### config.mk
export PLATFORM = sky130hd
export DESIGN_NAME = ps2_host_tx
export DESIGN_NICKNAME = d
export VERILOG_FILES = /design/src/rtl/ps2_pkg.sv /design/src/rtl/ps2_sync_edge.sv /design/src/rtl/ps2_host_tx.sv
export SDC_FILE = /design/constraint.sdc
export NUM_CORES = 1
export LEC_CHECK = 0
export CAP_MARGIN = 20
export CELL_PAD_IN_SITES_DETAIL_PLACEMENT = 2
export CELL_PAD_IN_SITES_GLOBAL_PLACEMENT = 2
export CORE_ASPECT_RATIO = 2
export CORE_MARGIN = 1.5
export CORE_UTILIZATION = 32
export CTS_BUF_LIST = sky130_fd_sc_hd__clkbuf_8 sky130_fd_sc_hd__clkbuf_16
export DETAILED_ROUTE_END_ITERATION = 8
export HOLD_SLACK_MARGIN = 0.06
export PLACE_DENSITY = 0.81
export SLEW_MARGIN = 20
export SYNTH_ARGS = -nofsm -noshare
export SYNTH_HDL_FRONTEND = slang
export SYNTH_SLANG_ARGS = --single-unit
export TNS_END_PERCENT = 10
### constraint.sdc
create_clock -name clk -period 2.57 [get_ports clk]
set_input_delay 0.3855 -clock clk [delete_from_list [all_inputs] [get_ports clk]]
set_output_delay 0.3855 -clock clk [all_outputs]
set_load 0.1 [all_outputs]
### src/rtl/ps2_pkg.sv
// Shared PS/2 definitions: host transmitter state encoding, frame payload,
// command/response byte constants and small frame helpers.
package ps2_pkg;

  localparam int unsigned PS2_DATA_W = 8;
  localparam int unsigned BIT_CNT_W  = 4;

  localparam logic [PS2_DATA_W-1:0] PS2_CMD_SET_LED = 8'hED;
  localparam logic [PS2_DATA_W-1:0] PS2_CMD_RESET   = 8'hFF;
  localparam logic [PS2_DATA_W-1:0] PS2_RSP_ACK     = 8'hFA;
  localparam logic [PS2_DATA_W-1:0] PS2_EXT         = 8'hE0;
  localparam logic [PS2_DATA_W-1:0] PS2_BRK         = 8'hF0;

  // Device falling-edge ordinals that mark the end of each frame section
  localparam logic [BIT_CNT_W-1:0] FE_LAST_DATA = 4'd8;
  localparam logic [BIT_CNT_W-1:0] FE_PARITY    = 4'd9;
  localparam logic [BIT_CNT_W-1:0] FE_STOP      = 4'd10;

  typedef enum logic [2:0] {
    ST_IDLE      = 3'd0,
    ST_INHIBIT   = 3'd1,
    ST_START     = 3'd2,
    ST_SHIFT     = 3'd3,
    ST_ACK       = 3'd4,
    ST_WAIT_IDLE = 3'd5
  } tx_state_e;

  typedef struct packed {
    logic [PS2_DATA_W-1:0] data;
    logic                  parity;
  } tx_frame_t;

  function automatic logic odd_parity(input logic [PS2_DATA_W-1:0] d);
    return ~^d;
  endfunction

  // 1 = pull data low for the frame bit that follows falling edge n (0 = start bit)
  function automatic logic frame_bit_low(input tx_frame_t f, input logic [BIT_CNT_W-1:0] n);
    logic low;
    low = 1'b0;
    if (n == '0) begin
      low = 1'b1;
    end else if (n <= FE_LAST_DATA) begin
      low = ~f.data[3'(n - 4'd1)];
    end else if (n == FE_PARITY) begin
      low = ~f.parity;
    end
    return low;
  endfunction

  function automatic int unsigned max3(input int unsigned a, input int unsigned b,
                                       input int unsigned c);
    int unsigned m;
    m = (a > b) ? a : b;
    return (m > c) ? m : c;
  endfunction

endpackage

### src/rtl/ps2_sync_edge.sv
// Three-flop synchronizer for an asynchronous PS/2 pad, with a one-cycle
// falling-edge pulse on the synchronized level.
module ps2_sync_edge (
  input  logic clk,
  input  logic rst_n,
  input  logic pad_i,
  output logic level_o,
  output logic fe_c
);

  logic [2:0] sync_q;

  // Reset to the idle (released) bus level so no edge is seen out of reset
  always_ff @(posedge clk) begin
    if (!rst_n) begin
      sync_q <= 3'b111;
    end else begin
      sync_q <= {sync_q[1:0], pad_i};
    end
  end

  assign level_o = sync_q[1];
  assign fe_c    = sync_q[2] & ~sync_q[1];

endmodule

### src/rtl/ps2_host_tx.sv
// PS/2 host-to-device transmitter: inhibit and request-to-send, frame shift on
// device clocks, ACK check, idle-bus wait, all guarded by one shared counter.
module ps2_host_tx
  import ps2_pkg::*;
#(
  parameter int unsigned INHIBIT_CYCLES = 10000,
  parameter int unsigned START_CYCLES   = 2,
  parameter int unsigned TIMEOUT_CYCLES = 2000000
) (
  input  logic       clk,
  input  logic       rst_n,
  input  logic       tx_valid,
  input  logic [7:0] tx_data,
  output logic       tx_ready,
  output logic       done,
  output logic       err,
  output logic       busy,
  input  logic       ps2_clk_in,
  input  logic       ps2_data_in,
  output logic       ps2_clk_oe,
  output logic       ps2_data_oe
);

  localparam int unsigned CNT_MAX = max3(INHIBIT_CYCLES, START_CYCLES, TIMEOUT_CYCLES);
  localparam int unsigned CNT_W   = $clog2(CNT_MAX + 1);

  tx_state_e            state_q, state_d;
  logic [CNT_W-1:0]     cnt_q, cnt_d;
  logic [BIT_CNT_W-1:0] bit_cnt_q, bit_cnt_d;
  tx_frame_t            frame_q, frame_d;

  logic tx_ready_q, tx_ready_d;
  logic done_q, done_d;
  logic err_q, err_d;
  logic busy_q, busy_d;
  logic clk_oe_q, clk_oe_d;
  logic data_oe_q, data_oe_d;

  logic clk_lvl, clk_fe;
  logic data_lvl, data_fe_unused;
  logic timeout_c, ack_fail_c;

  ps2_sync_edge u_sync_clk (
    .clk     (clk),
    .rst_n   (rst_n),
    .pad_i   (ps2_clk_in),
    .level_o (clk_lvl),
    .fe_c    (clk_fe)
  );

  ps2_sync_edge u_sync_data (
    .clk     (clk),
    .rst_n   (rst_n),
    .pad_i   (ps2_data_in),
    .level_o (data_lvl),
    .fe_c    (data_fe_unused)
  );

  always_ff @(posedge clk) begin : state_reg
    if (!rst_n) begin
      state_q <= ST_IDLE;
    end else begin
      state_q <= state_d;
    end
  end

  // Next state plus counter/frame datapath; the counter restarts on every state change
  always_comb begin : next_state
    state_d    = state_q;
    cnt_d      = cnt_q;
    bit_cnt_d  = bit_cnt_q;
    frame_d    = frame_q;
    timeout_c  = 1'b0;
    ack_fail_c = 1'b0;

    unique case (state_q)
      ST_IDLE: begin
        if (tx_valid && tx_ready_q) begin
          frame_d.data   = tx_data;
          frame_d.parity = odd_parity(tx_data);
          bit_cnt_d      = '0;
          state_d        = ST_INHIBIT;
        end
      end
      ST_INHIBIT: begin
        cnt_d = cnt_q + 1'b1;
        if (cnt_q == CNT_W'(INHIBIT_CYCLES - 1)) begin
          state_d = ST_START;
        end
      end
      ST_START: begin
        cnt_d = cnt_q + 1'b1;
        if (cnt_q == CNT_W'(START_CYCLES - 1)) begin
          state_d = ST_SHIFT;
        end
      end
      ST_SHIFT: begin
        cnt_d = clk_fe ? '0 : cnt_q + 1'b1;
        if (clk_fe) begin
          bit_cnt_d = bit_cnt_q + 1'b1;
          if (bit_cnt_q == FE_STOP - 4'd1) begin
            state_d = ST_ACK;
          end
        end
      end
      ST_ACK: begin
        cnt_d = clk_fe ? '0 : cnt_q + 1'b1;
        if (clk_fe) begin
          bit_cnt_d  = bit_cnt_q + 1'b1;
          ack_fail_c = data_lvl;
          state_d    = data_lvl ? ST_IDLE : ST_WAIT_IDLE;
        end
      end
      ST_WAIT_IDLE: begin
        cnt_d = cnt_q + 1'b1;
        if (clk_lvl && data_lvl) begin
          state_d = ST_IDLE;
        end
      end
      default: begin
        state_d = ST_IDLE;
      end
    endcase

    // Device went silent: abandon the transfer and release the bus
    if ((state_q == ST_SHIFT || state_q == ST_ACK || state_q == ST_WAIT_IDLE) &&
        (cnt_q == CNT_W'(TIMEOUT_CYCLES - 1))) begin
      timeout_c  = 1'b1;
      ack_fail_c = 1'b0;
      state_d    = ST_IDLE;
    end

    if (state_d != state_q) begin
      cnt_d = '0;
    end
  end

  // Outputs are decoded from the next state so each register lines up with its state
  always_comb begin : output_dec
    clk_oe_d   = 1'b0;
    data_oe_d  = 1'b0;
    tx_ready_d = (state_d == ST_IDLE);
    busy_d     = (state_d != ST_IDLE);
    done_d     = (state_q == ST_WAIT_IDLE) && (state_d == ST_IDLE) && !timeout_c;
    err_d      = timeout_c || ack_fail_c;

    unique case (state_d)
      ST_INHIBIT: begin
        clk_oe_d = 1'b1;
      end
      ST_START: begin
        clk_oe_d  = 1'b1;
        data_oe_d = 1'b1;
      end
      ST_SHIFT: begin
        data_oe_d = frame_bit_low(frame_q, bit_cnt_d);
      end
      default: begin
      end
    endcase
  end

  always_ff @(posedge clk) begin : data_reg
    if (!rst_n) begin
      cnt_q      <= '0;
      bit_cnt_q  <= '0;
      frame_q    <= '0;
      tx_ready_q <= 1'b1;
      done_q     <= 1'b0;
      err_q      <= 1'b0;
      busy_q     <= 1'b0;
      clk_oe_q   <= 1'b0;
      data_oe_q  <= 1'b0;
    end else begin
      cnt_q      <= cnt_d;
      bit_cnt_q  <= bit_cnt_d;
      frame_q    <= frame_d;
      tx_ready_q <= tx_ready_d;
      done_q     <= done_d;
      err_q      <= err_d;
      busy_q     <= busy_d;
      clk_oe_q   <= clk_oe_d;
      data_oe_q  <= data_oe_d;
    end
  end

  assign tx_ready    = tx_ready_q;
  assign done        = done_q;
  assign err         = err_q;
  assign busy        = busy_q;
  assign ps2_clk_oe  = clk_oe_q;
  assign ps2_data_oe = data_oe_q;

endmodule

==> Word level (Yosys, flattened, before mapping) <==
Cells that the tools add are included.
{ "word_totals": {"reg_bits": 48, "in_bits": 13, "out_inout_bits": 6, "word_cells": 83} }
{ "classes": {"addsub": 3, "order_cmp": 2, "n_eq_ne": 14, "n_mux": 26, "n_bitwise": 5, "n_reduce_logical": 20} }
{ "ops": {"columns": ["operator", "count"], "rows": [
  ["$pmux W21 S2", 1],
  ["$mux W3", 9],
  ["$add A21 B1 Y21 const B", 1],
  ["$eq A21 B1 Y1 const B", 1],
  ["$eq A21 B14 Y1 const B", 1],
  ["$eq A21 B21 Y1 const B", 1],
  ["$mux W21", 1],
  ["$pmux W3 S6", 1],
  ["$eq A3 B2 Y1 const B", 4],
  ["$mux W1", 9],
  ["$eq A4 B4 Y1 const B", 2],
  ["$mux W4", 2],
  ["$pmux W4 S2", 1],
  ["$reduce_xnor A8 Y1", 1],
  ["$eq A3 B1 Y1 const B", 2],
  ["$eq A3 B3 Y1 const B", 2],
  ["$logic_not A3 Y1", 2],
  ["$reduce_or A2 Y1", 3],
  ["$logic_and A1 B1 Y1", 5],
  ["$add A4 B1 Y4 const B", 1],
  ["$le A4 B4 Y1 const B", 1],
  ["$logic_not A4 Y1", 1],
  ["$lt A3 B4 Y1 const B", 1],
  ["$not A1 Y1", 4],
  ["11 further kinds", 13]
]} }

==> Depth between registers and ports, before layout <==
Gate-level depths: netlist (run 1).
{ "depth": {"ltp_word": 11, "ltp_mapped": 12, "depth_no_buf": 10} }

==> Cells and area by module <==
From an unflattened synthesis (run 1), not the netlist that was laid out.
{ "unflattened": {"hier_cells": 329, "hier_area_um2": 2767.7} }
{ "by_module_without_submodules": {"columns": ["mod", "n_inst", "cells_each", "area_per_inst_um2", "seq_area_each_um2"], "rows": [
  ["ps2_host_tx", 1, 315, 2597.5, 860.8],
  ["ps2_sync_edge", 2, 7, 85.1, 60.1]
]} }

==> Worst setup path before layout (run 1) <==
OpenSTA, ideal clock, no wires.
{ "synth_timing": {"kind": "flip-flop to flip-flop", "start": "register tx_ready_q (netlist: tx_ready)", "end": "register data_oe_q (netlist: ps2_data_oe)", "setup_time_ns": 0.076, "t_arrival_ns": 2.857, "path_slack_ns": -0.362, "stages_incl_launch_ff": 10, "n_path_buf": 0, "period_less_slack_ns": 2.932, "path_cell_list": "dfxtp_1 a21oi_1 o31ai_1 o21ai_0 a22oi_1 ha_1 mux2_2 o211ai_1 o211ai_1 a21boi_0"} }
{ "synth_via": {"elab_chain_len": 10, "elab_cells_between_ends": 19, "cone_classes": "add/sub: 1; order compare: 1; eq/ne: 3; mux: 11; bitwise: 1; reduce/logical: 2"} }
{ "synth_lines": {"columns": ["element", "line", "source"], "rows": [
  ["from (decl)", "ps2_host_tx.sv:32", "logic tx_ready_q, tx_ready_d;"],
  ["from (signal assigned)", "ps2_host_tx.sv:178", "tx_ready_q <= tx_ready_d;"],
  ["$logic_and A1 B1 Y1 *", "ps2_host_tx.sv:78", "if (tx_valid && tx_ready_q) begin"],
  ["$mux W4", "ps2_host_tx.sv:78", null],
  ["$pmux W4 S2", "ps2_host_tx.sv:76", "unique case (state_q)"],
  ["$sub A3 B1 Y3", "ps2_pkg.sv:44", "low = ~f.data[3'(n - 4'd1)];"],
  ["$bmux W1 S3", "ps2_pkg.sv:44", null],
  ["$mux W1 (implied by the code)", "ps2_pkg.sv:44", null],
  ["$not A1 Y1", "ps2_pkg.sv:44", null],
  ["$mux W1", "ps2_pkg.sv:43", "end else if (n <= FE_LAST_DATA) begin"],
  ["$mux W1", "ps2_pkg.sv:41", "if (n == '0) begin"],
  ["$pmux W1 S2 *", "ps2_host_tx.sv:147", "unique case (state_d)"],
  ["to (signal assigned)", "ps2_host_tx.sv:183", "data_oe_q <= data_oe_d;"],
  ["to (decl)", "ps2_host_tx.sv:37", "logic data_oe_q, data_oe_d;"]
]} }
Every way passes the cells marked *; elsewhere a longest branch is shown, timed or not. The select of a mux whose other input is x is not followed.
A chain may end at the register's enable or synchronous reset.

==> Final worst setup path (run 1) <==
{ "layout_timing": {"start": "register state_q[1]", "end": "register cnt_q[9]"} }
{ "layout_via": {"elab_chain_len": 7, "elab_cells_between_ends": 24, "cone_classes": "eq/ne: 6; mux: 10; reduce/logical: 8"} }
{ "layout_lines": {"columns": ["element", "line", "source"], "rows": [
  ["from (decl)", "ps2_host_tx.sv:27", "tx_state_e state_q, state_d;"],
  ["from (signal assigned)", "ps2_host_tx.sv:63", "state_q <= state_d;"],
  ["parallel branches: the longest is 7 deep, another holds $pmux W3 S6", null, null],
  ["to (signal assigned)", "ps2_host_tx.sv:175", "cnt_q <= cnt_d;"],
  ["to (decl)", "ps2_host_tx.sv:28", "logic [CNT_W-1:0] cnt_q, cnt_d;"]
]} }
Several ways; the timed one is not identified.

==> Flow_metrics.wiki, run 1 <==
{| class="wikitable"
! Metric !! Value
|-
| Average via count per standard cell || 5.415
|-
| Post-route non-filler standard cell count || 448
|-
| Top cells by count, synth || sky130_fd_sc_hd__dfxtp_1 (48), sky130_fd_sc_hd__nand2_1 (35), sky130_fd_sc_hd__nor2_1 (28), sky130_fd_sc_hd__a21oi_1 (13)
|-
| Path type of the worst setup path || reg -> reg
|-
| Per-cell routed wire length || 19.44 µm
|-
| Die height || 130.4 µm
|-
| Count of yosys warnings during synthesis || 0
|-
| Synth-to-layout area growth || 25.14%
|-
| Post-layout net count || 371
|-
| Kind of end point of the critical path || flop
|-
| Synth Area in Simple Gates || 30.68%
|-
| Compound-cell area share of the yosys netlist || 13.82%
|-
| Via count of the first global-routing pass || 2,716
|-
| Post-Route Utilization || 41.23%
|-
| Ratio of final minimum period to clock period || 95.95%
|-
| Pin count of the biggest net entering global routing || 21
|-
| Slack of the worst reg-to-reg path || 100 ps
|-
| Skew-Pair Late Insertion Delay || 300 ps
|-
| Number of nets with antenna violations after routing || 0
|-
| Count of inserted antenna diode cells || 0
|-
| Maximum fanout along the worst path || 15
|-
| CTS sink cnt || 48
|-
| Placeable core region || 7885 µm²
|-
| Post-synthesis mux area share || 2.601%
|-
| Crit path arrival time || 2690 ps
|-
| Number of flops mapped to enable cells by yosys || 0
|-
| Hold Crit Endpoint || u_sync_data.sync_q[1]
|-
| Maximum vdd drop || 0.3995 mV
|-
| Max Transition Viols Final || 0
|-
| Max-cap viol count || 0
|-
| Antenna violations before repair || 0
|-
| Worst R2R End || cnt_q[9]
|-
| Post-layout minimum cycle time || 2466 ps
|-
| Fraction of post-synthesis cell area in the top cell type by area || 36.99%
|-
| Buffer depth of the longest clock path || 2
|-
| Worst reg2reg path depth || 7
|-
| # port buffers || 18
|-
| Number of remaining DRC errors || 0
|-
| Synth area leader || sky130_fd_sc_hd__dfxtp_1
|-
| Power density over the cells || 557.4 nW/µm²
|-
| Static Leak || 1.209 nW
|-
| Highest attainable clock frequency || 405.5 MHz
|-
| Max-Slew Margin vs Limit || 64.64%
|-
| Dominant combinational cell family by area after synthesis || simple AND/OR/NAND/NOR gates
|-
| H-tree level count || 2
|-
| HPWL Detailed || 6732 µm
|-
| Setup repair after global routing missed its margin || true
|-
| 1st-iter DRT viols || 75
|-
| Global-route usage over all layers || 21.97%
|-
| Mean cell area of the mapped netlist || 8.352 µm²
|-
| Most repeated cell in the gate-level netlist after synthesis || sky130_fd_sc_hd__dfxtp_1
|-
| Fraction of the mapped netlist area in adder cells || 3.372%
|-
| Number of cells in the design after placement || 437
|-
| Post-Syn Area || 2597 µm²
|-
| Final weighted congestion in routability-driven placement || 0.8561
|-
| Setup violation total in the final timing report || 0
|-
| Total nets after synthesis || 331
|-
| Layout cells sized above 1 || 18.47%
|-
| Post-synth top flop || sky130_fd_sc_hd__dfxtp_1
|-
| Drt pass-1 iters || 4
|-
| Global-route wire length before repair || 14,040 µm
|-
| Source of the worst hold timing path || u_sync_data.sync_q[0]
|-
| Flop and latch count out of synthesis || 48
|-
| Number of rows created at floorplan || 46
|-
| Remaining Overflow, GRT || 0
|-
| Top area cells in the synthesized netlist || sky130_fd_sc_hd__dfxtp_1 (37%), sky130_fd_sc_hd__nand2_1 (5.1%), sky130_fd_sc_hd__nor2_1 (4.0%)
|-
| Routed vias || 2,426
|-
| Xor-xnor portion of the synthesized cell area || 8.092%
|-
| Die X || 66.71 µm
|-
| Share of synthesized flip-flops with an asynchronous set or reset || 0%
|-
| Sequential share of the synthesized area || 36.99%
|-
| Worst-Margin Slew || 526.9 ps
|-
| Cells after synthesis || 311
|-
| Startpoint of the worst setup timing path || state_q[1]
|-
| Starting Density || 32.94%
|-
| Clock root buffer || sky130_fd_sc_hd__clkbuf_16
|-
| Post-synthesis cell type count || 52
|-
| Clock Pin Slew Worst Setup and Hold Paths || 70 ps
|-
| CTS buffer count || 5
|-
| Depth of the worst hold-timing path || 1
|-
| Start of the worst register-to-register path || state_q[1]
|-
| Startpoint types || flop
|-
| IO Count || 19
|-
| Data required time of the worst path || 2790 ps
|-
| Final Hold Vio Count || 0
|-
| Status || completed
|-
| Fill cell instance count of the final layout || 887
|-
| Die area || 8699 µm²
|-
| Largest clock skew in the final design || 12.83 ps
|-
| Wire length reported by the detailed router || 8711 µm
|-
| Clock tree from TritonCTS || built
|-
| Path category of the worst min-delay check || reg -> reg
|}
cell usage in the layout (no fill, tap or decap), types with 2 or more instances in the layout:
cell | netlist | layout
sky130_fd_sc_hd__mux2i_1 | 3 | 3
sky130_fd_sc_hd__and3_1 | 5 | 5
sky130_fd_sc_hd__and2_1 | 9 | 9
sky130_fd_sc_hd__nor3b_1 | 10 | 9
sky130_fd_sc_hd__a21o_1 | 2 | 2
sky130_fd_sc_hd__a21boi_0 | 10 | 9
sky130_fd_sc_hd__o21a_1 | 2 | 2
sky130_fd_sc_hd__buf_4 | 1 | 35
sky130_fd_sc_hd__dfxtp_2 | 0 | 5
sky130_fd_sc_hd__ha_1 | 7 | 6
sky130_fd_sc_hd__xor2_1 | 12 | 12
sky130_fd_sc_hd__nor2b_1 | 5 | 5
sky130_fd_sc_hd__mux2_2 | 2 | 2
sky130_fd_sc_hd__a21oi_1 | 13 | 13
sky130_fd_sc_hd__nand3_1 | 10 | 10
sky130_fd_sc_hd__inv_1 | 9 | 9
sky130_fd_sc_hd__clkdlybuf4s50_1 | 0 | 12
sky130_fd_sc_hd__nor2_1 | 28 | 28
sky130_fd_sc_hd__nor3_1 | 11 | 11
sky130_fd_sc_hd__nor4_1 | 4 | 3
sky130_fd_sc_hd__xnor2_1 | 12 | 12
sky130_fd_sc_hd__dfxtp_1 | 48 | 42
sky130_fd_sc_hd__o2bb2ai_1 | 2 | 2
sky130_fd_sc_hd__o21ai_1 | 1 | 2
sky130_fd_sc_hd__nand2b_1 | 8 | 8
sky130_fd_sc_hd__clkbuf_16 | 0 | 5
sky130_fd_sc_hd__nand3b_1 | 3 | 3
sky130_fd_sc_hd__o211ai_1 | 3 | 3
sky130_fd_sc_hd__o21ai_0 | 9 | 8
sky130_fd_sc_hd__and4_1 | 3 | 3
sky130_fd_sc_hd__nand2_1 | 35 | 35
sky130_fd_sc_hd__nand4_1 | 10 | 10
kinds of logic (layout without fill, tap and decap cells):
family | Yosys count | in the layout
adders and majority gates | 7 | 7
buffers and inverters | 23 | 64
AOI/OAI and AO/OA | 53 | 53
muxes | 6 | 6
xor gates and xnor gates | 24 | 24
and+or+nand+nor | 150 | 150
DFF | 48 | 48
power breakdown:
group          internal (mW)  switching (mW)
sequential             0.766          0.0178
combinational         0.0942           0.141
clock                  0.488           0.305
stage by stage:
step | cell area [µm²] | TNS [ps] | power (mW) | hold slack (ps) | worst slack, ps
finish | 3251 | 0 | 1.812 | 415.7 | 104.2
global route | 3251 | -12.95 | 1.875 | 429.6 | -12.95
CTS | 3194 | 0 | 1.827 | 423.0 | 0.9579
detailed placement | 3005 | -267.4 | 1.033 | 401.4 | -267.4
global placement | 3005 | -148.7 | 1.026 | 392.7 | -148.7
floorplan | 2606 | 0 | 0.9474 | 386.3 | 23.29
flip-flops by register name, summed over array words and instances (netlist names), 2 cells and up:
signal / cells
u_sync_clk.sync_q: 3
frame_q: 9
bit_cnt_q: 4
state_q: 3
cnt_q: 21
u_sync_data.sync_q: 2
layout make-up:
class                      count  area [µm²]  area share (%)
inverter                       9       33.78           1.039
clock inverter                 2       38.79           1.193
clock buffer                   6       138.9           4.273
sequential                    48       970.9           29.87
timing repair buffer          47       382.9           11.78
tap                           96       120.1           3.695
multi-input combinational    240        1565           48.15
worst max-delay path by stage:
| stage | endpoint | slack [ps] | depth (start not counted) |
|---|---|---|---|
| after floorplan | ps2_data_oe | 20 | 11 |
| after global placement | ps2_data_oe | -150 | 10 |
| after detailed placement | ps2_data_oe | -270 | 10 |
| after CTS | cnt_q[9] | 1 | 7 |
| after global routing | ps2_data_oe | -10 | 10 |
| final | cnt_q[9] | 100 | 7 |
routing by layer:
metal	GRT usage, %	vias to the layer above	share of wire, %
met3	2.740	18	1.6
met5	0	-	0
li1	-	1159	-
met2	47.00	35	63
met4	9.484	0	3.4
met1	18.69	1214	32
worst max-delay path, cell delays in order (launching register included):
cell and delay (ps):
sky130_fd_sc_hd__dfxtp_2 430, sky130_fd_sc_hd__and3b_1 290, sky130_fd_sc_hd__nor2_1 80, sky130_fd_sc_hd__or4_4 560
sky130_fd_sc_hd__and2_4 160, sky130_fd_sc_hd__mux2_4 300, sky130_fd_sc_hd__a211o_4 400, sky130_fd_sc_hd__nor2_1 150
timing repair:
item / 4_1_cts / 5_1_grt
resized for setup: 2 / 12
pin swaps: 0 / 4
setup endpoints to repair: 1 / 16
buffers inserted: 0 / 3
hold buffers: 0 / 0
Note: power is estimated with default switching activity, not from simulation.
==> run 2: changes to the inputs <==
Settings changed: CORE_UTILIZATION 32 to 38, PLACE_DENSITY 0.81 to 0.9.
Clock period 2.57 ns to 3.18 ns, I/O delays scaled along.
==> run 2 against run 1 <==
Against the previous run:
- fmax fell by 13%
- die area fell by 15%
- non-clock buffer count fell by 16
- clock-buffer cell count fell by 1
- first-iteration DRC count fell by 8.0%
- core utilization rose by 5.1 points
- largest power group is now sequential cells
==> Flow_metrics.wiki, run 2 (synthesis gave the netlist of run 1 again) <==
{| class="wikitable"
! Metric !! Value
|-
| Status || completed
|-
| Max incr delay on CP || 620 ps (+60 ps)
|-
| Most frequent standard cell in the layout excluding fill and tap cells || sky130_fd_sc_hd__dfxtp_1
|-
| Path type of the worst setup path || reg -> reg
|-
| Internal power || 1.060 mW (-21%)
|-
| Post-layout total power || 1.433 mW (-21%)
|-
| Number of cells in the design after placement || 416 (-4.8%)
|-
| Switching power || 373.2 µW (-19%)
|-
| Max Transition Viols Final || 0 (unchanged)
|-
| Routed vias || 2,414 (-0.49%)
|-
| Number of rows created at floorplan || 42 (-8.7%)
|-
| Source of the worst hold timing path || u_sync_clk.sync_q[0]
|-
| Most flop-heavy register || cnt_q
|-
| Buffer depth of the longest clock path || 2 (unchanged)
|-
| Library cell contributing the largest single delay on the critical path || sky130_fd_sc_hd__dfxtp_1
|-
| Count of cells resized by post-cts repair || 0 (-2)
|-
| Number of nets with antenna violations after routing || 0 (unchanged)
|-
| Slack of the worst reg-to-reg path || 330 ps (+230 ps)
|-
| Average via count per standard cell || 5.693 (+5.1%)
|-
| Worst reg2reg path depth || 11 (+4)
|-
| Die area || 7370 µm² (-15%)
|-
| Global-route wire length before repair || 13,830 µm (-1.5%)
|-
| Static Leak || 1.100 nW (-9.0%)
|-
| Count of inserted antenna diode cells || 0 (unchanged)
|-
| Post-route non-filler standard cell count || 424 (-5.4%)
|-
| Wire length reported by the detailed router || 8506 µm (-2.4%)
|-
| Skew-Pair Late Insertion Delay || 300 ps (about the same)
|-
| Kind of cell with the highest combined delay on the critical path || compound AO/OA/AOI/OAI gates
|-
| Startpoint of the worst setup timing path || state_q[2]
|-
| Synth-to-layout area growth || 18.06%
|-
| Start of the worst register-to-register path || state_q[2]
|-
| Top library cells by usage in the layout, fill and taps aside || sky130_fd_sc_hd__dfxtp_1 (48), sky130_fd_sc_hd__nand2_1 (35), sky130_fd_sc_hd__nor2_1 (28), sky130_fd_sc_hd__clkdlybuf4s50_1 (16), sky130_fd_sc_hd__buf_4 (15)
|-
| 1st-iter DRT viols || 69 (-8.0%)
|-
| Hold Crit Endpoint || u_sync_clk.sync_q[1]
|-
| Biggest registers after layout || cnt_q (21), frame_q (9), bit_cnt_q (4)
|-
| Post-layout net count || 355 (-4.3%)
|-
| Number of remaining DRC errors || 0 (unchanged)
|-
| Die X || 61.46 µm (-7.9%)
|-
| # port buffers || 18 (unchanged)
|-
| Path category of the worst min-delay check || reg -> reg
|-
| Clock Pin Slew Worst Setup and Hold Paths || 70 ps (about the same)
|-
| H-tree level count || 2 (unchanged)
|-
| IO Count || 19 (unchanged)
|-
| Chain of cells forming the critical path || nor3b_1, buf_4, o21a_1, a2bb2oi_1, buf_4, inv_1, ha_1, xor2_1, o211ai_1, o211ai_1, a21boi_0
|-
| Share of power burned in registers || 44.5% (+1.2 points)
|-
| Crit path arrival time || 3030 ps (+340 ps)
|-
| Starting Density || 39.23% (+6.3 points)
|-
| Drt pass-1 iters || 4 (unchanged)
|-
| Max FFs per register || 21 (unchanged)
|-
| Post-CTS Hold Fix Bufs || 0 (unchanged)
|-
| Pin count of the biggest net entering global routing || 17 (-19%)
|-
| Maximum vdd drop || 0.3059 mV (-23%)
|-
| Part of the power in combinational logic || 12.9% (about the same)
|-
| Placeable core region || 6621 µm² (-16%)
|-
| Power density over the cells || 467.3 nW/µm² (-16%)
|-
| Data required time of the worst path || 3360 ps (+570 ps)
|-
| Setup TNS || 0 ps (unchanged)
|-
| Setup repair after global routing missed its margin || false
|-
| Count of buffers added by post-CTS timing repair for setup || 0 (unchanged)
|-
| Setup violation total in the final timing report || 0 (unchanged)
|-
| HPWL Detailed || 6991 µm (+3.8%)
|-
| Hold slack || 415.3 ps (-0.3590 ps)
|-
| Layout cells sized above 1 || 9.524% (-8.9 points)
|-
| Via count of the first global-routing pass || 2,783 (+2.5%)
|-
| Final Hold Vio Count || 0 (unchanged)
|-
| Switching part of the total power || 26.04% (+0.46 points)
|-
| Die height || 119.9 µm (-8.0%)
|-
| CTS sink cnt || 48 (unchanged)
|-
| Kind of end point of the critical path || flop
|-
| Max-Slew Margin vs Limit || 34.84% (-30 points)
|-
| CTS buffer count || 5 (unchanged)
|-
| Worst R2R End || ps2_data_oe
|-
| Final weighted congestion in routability-driven placement || 0.8234 (-3.8%)
|-
| Post-layout minimum cycle time || 2848 ps (+382.5 ps)
|-
| Worst-Margin Slew || 974.4 ps (+447.5 ps)
|-
| Count of cell instances traversed by the critical path || 11 (+4)
|-
| Per-cell routed wire length || 20.06 µm (+3.2%)
|-
| Highest attainable clock frequency || 351.1 MHz (-13%)
|-
| Fill cell instance count of the final layout || 758 (-15%)
|-
| Clock root buffer || sky130_fd_sc_hd__clkbuf_16
|-
| Depth of the worst hold-timing path || 1 (unchanged)
|-
| Ratio of final minimum period to clock period || 89.57% (-6.4 points)
|-
| Global-route usage over all layers || 26.02% (+4.0 points)
|-
| Max-cap viol count || 0 (unchanged)
|-
| Remaining Overflow, GRT || 0 (unchanged)
|-
| Clock share of power || 42.6% (-1.1 points)
|-
| Largest clock skew in the final design || 5.387 ps (-7.444 ps)
|-
| Clock tree from TritonCTS || built
|-
| Startpoint types || flop
|-
| Antenna violations before repair || 0 (unchanged)
|-
| Maximum fanout along the worst path || 13 (-2)
|-
| Buffers & Inverters on Critical Path || 3 (+3)
|}
## run 2: cell types whose count changed in the layout (fill, tap and decap cells not counted), sizes merged
cell	previous run	this run
clkinvlp	0	1
clkdlybuf4s50	12	16
buf	35	15
clkbuf	6	5
## run 2: area by class of cell
type	instances	area, µm²	area share (%)
clock buffers	5	125.1	4.080
flip-flops and latches	48	960.9	31.33
inverters	9	33.78	1.102
clock inverters	3	42.54	1.387
well taps	88	110.1	3.590
multi-input cells	240	1521	49.61
repair buffers	31	272.8	8.894
## run 2: per-stage QoR
stage | cell area, µm² | setup slack, ps | util (%)
final | 3067 | 331.7 | 46.32
after global routing | 3067 | 131.5 | 46.32
after CTS | 3067 | 345.7 | 46.32
after detailed placement | 2899 | 146.4 | 43.78
after global placement | 2899 | 377.1 | 43.78
after floorplan | 2597 | 247.7 | -
## run 2: routing by layer
| layer | track usage [%] | vias up | wire, µm |
|---|---|---|---|
| met1 | 21.56 | 1174 | 2571 |
| met2 | 49.40 | 67 | 5097 |
| met4 | 18.88 | 0 | 656 |
| met5 | 0 | - | 0 |
| li1 | - | 1128 | - |
| met3 | 4.418 | 45 | 181 |
## run 2: power groups by stage
| stage | clock [mW] | sequential, mW | combinational (mW) |
|---|---|---|---|
| final | 0.610 | 0.637 | 0.186 |
| after global routing | 0.636 | 0.638 | 0.201 |
| after CTS | 0.627 | 0.637 | 0.188 |
| after detailed placement | 0 | 0.651 | 0.187 |
| after global placement | 0 | 0.648 | 0.175 |
| after floorplan | 0 | 0.667 | 0.0977 |
## run 2: worst max path at each step
stage / endpoint / slack [ps]
detailed placement: ps2_data_oe / 150
CTS: ps2_data_oe / 350
floorplan: ps2_data_oe / 250
global placement: ps2_data_oe / 380
finish: ps2_data_oe / 330
global route: ps2_data_oe / 130
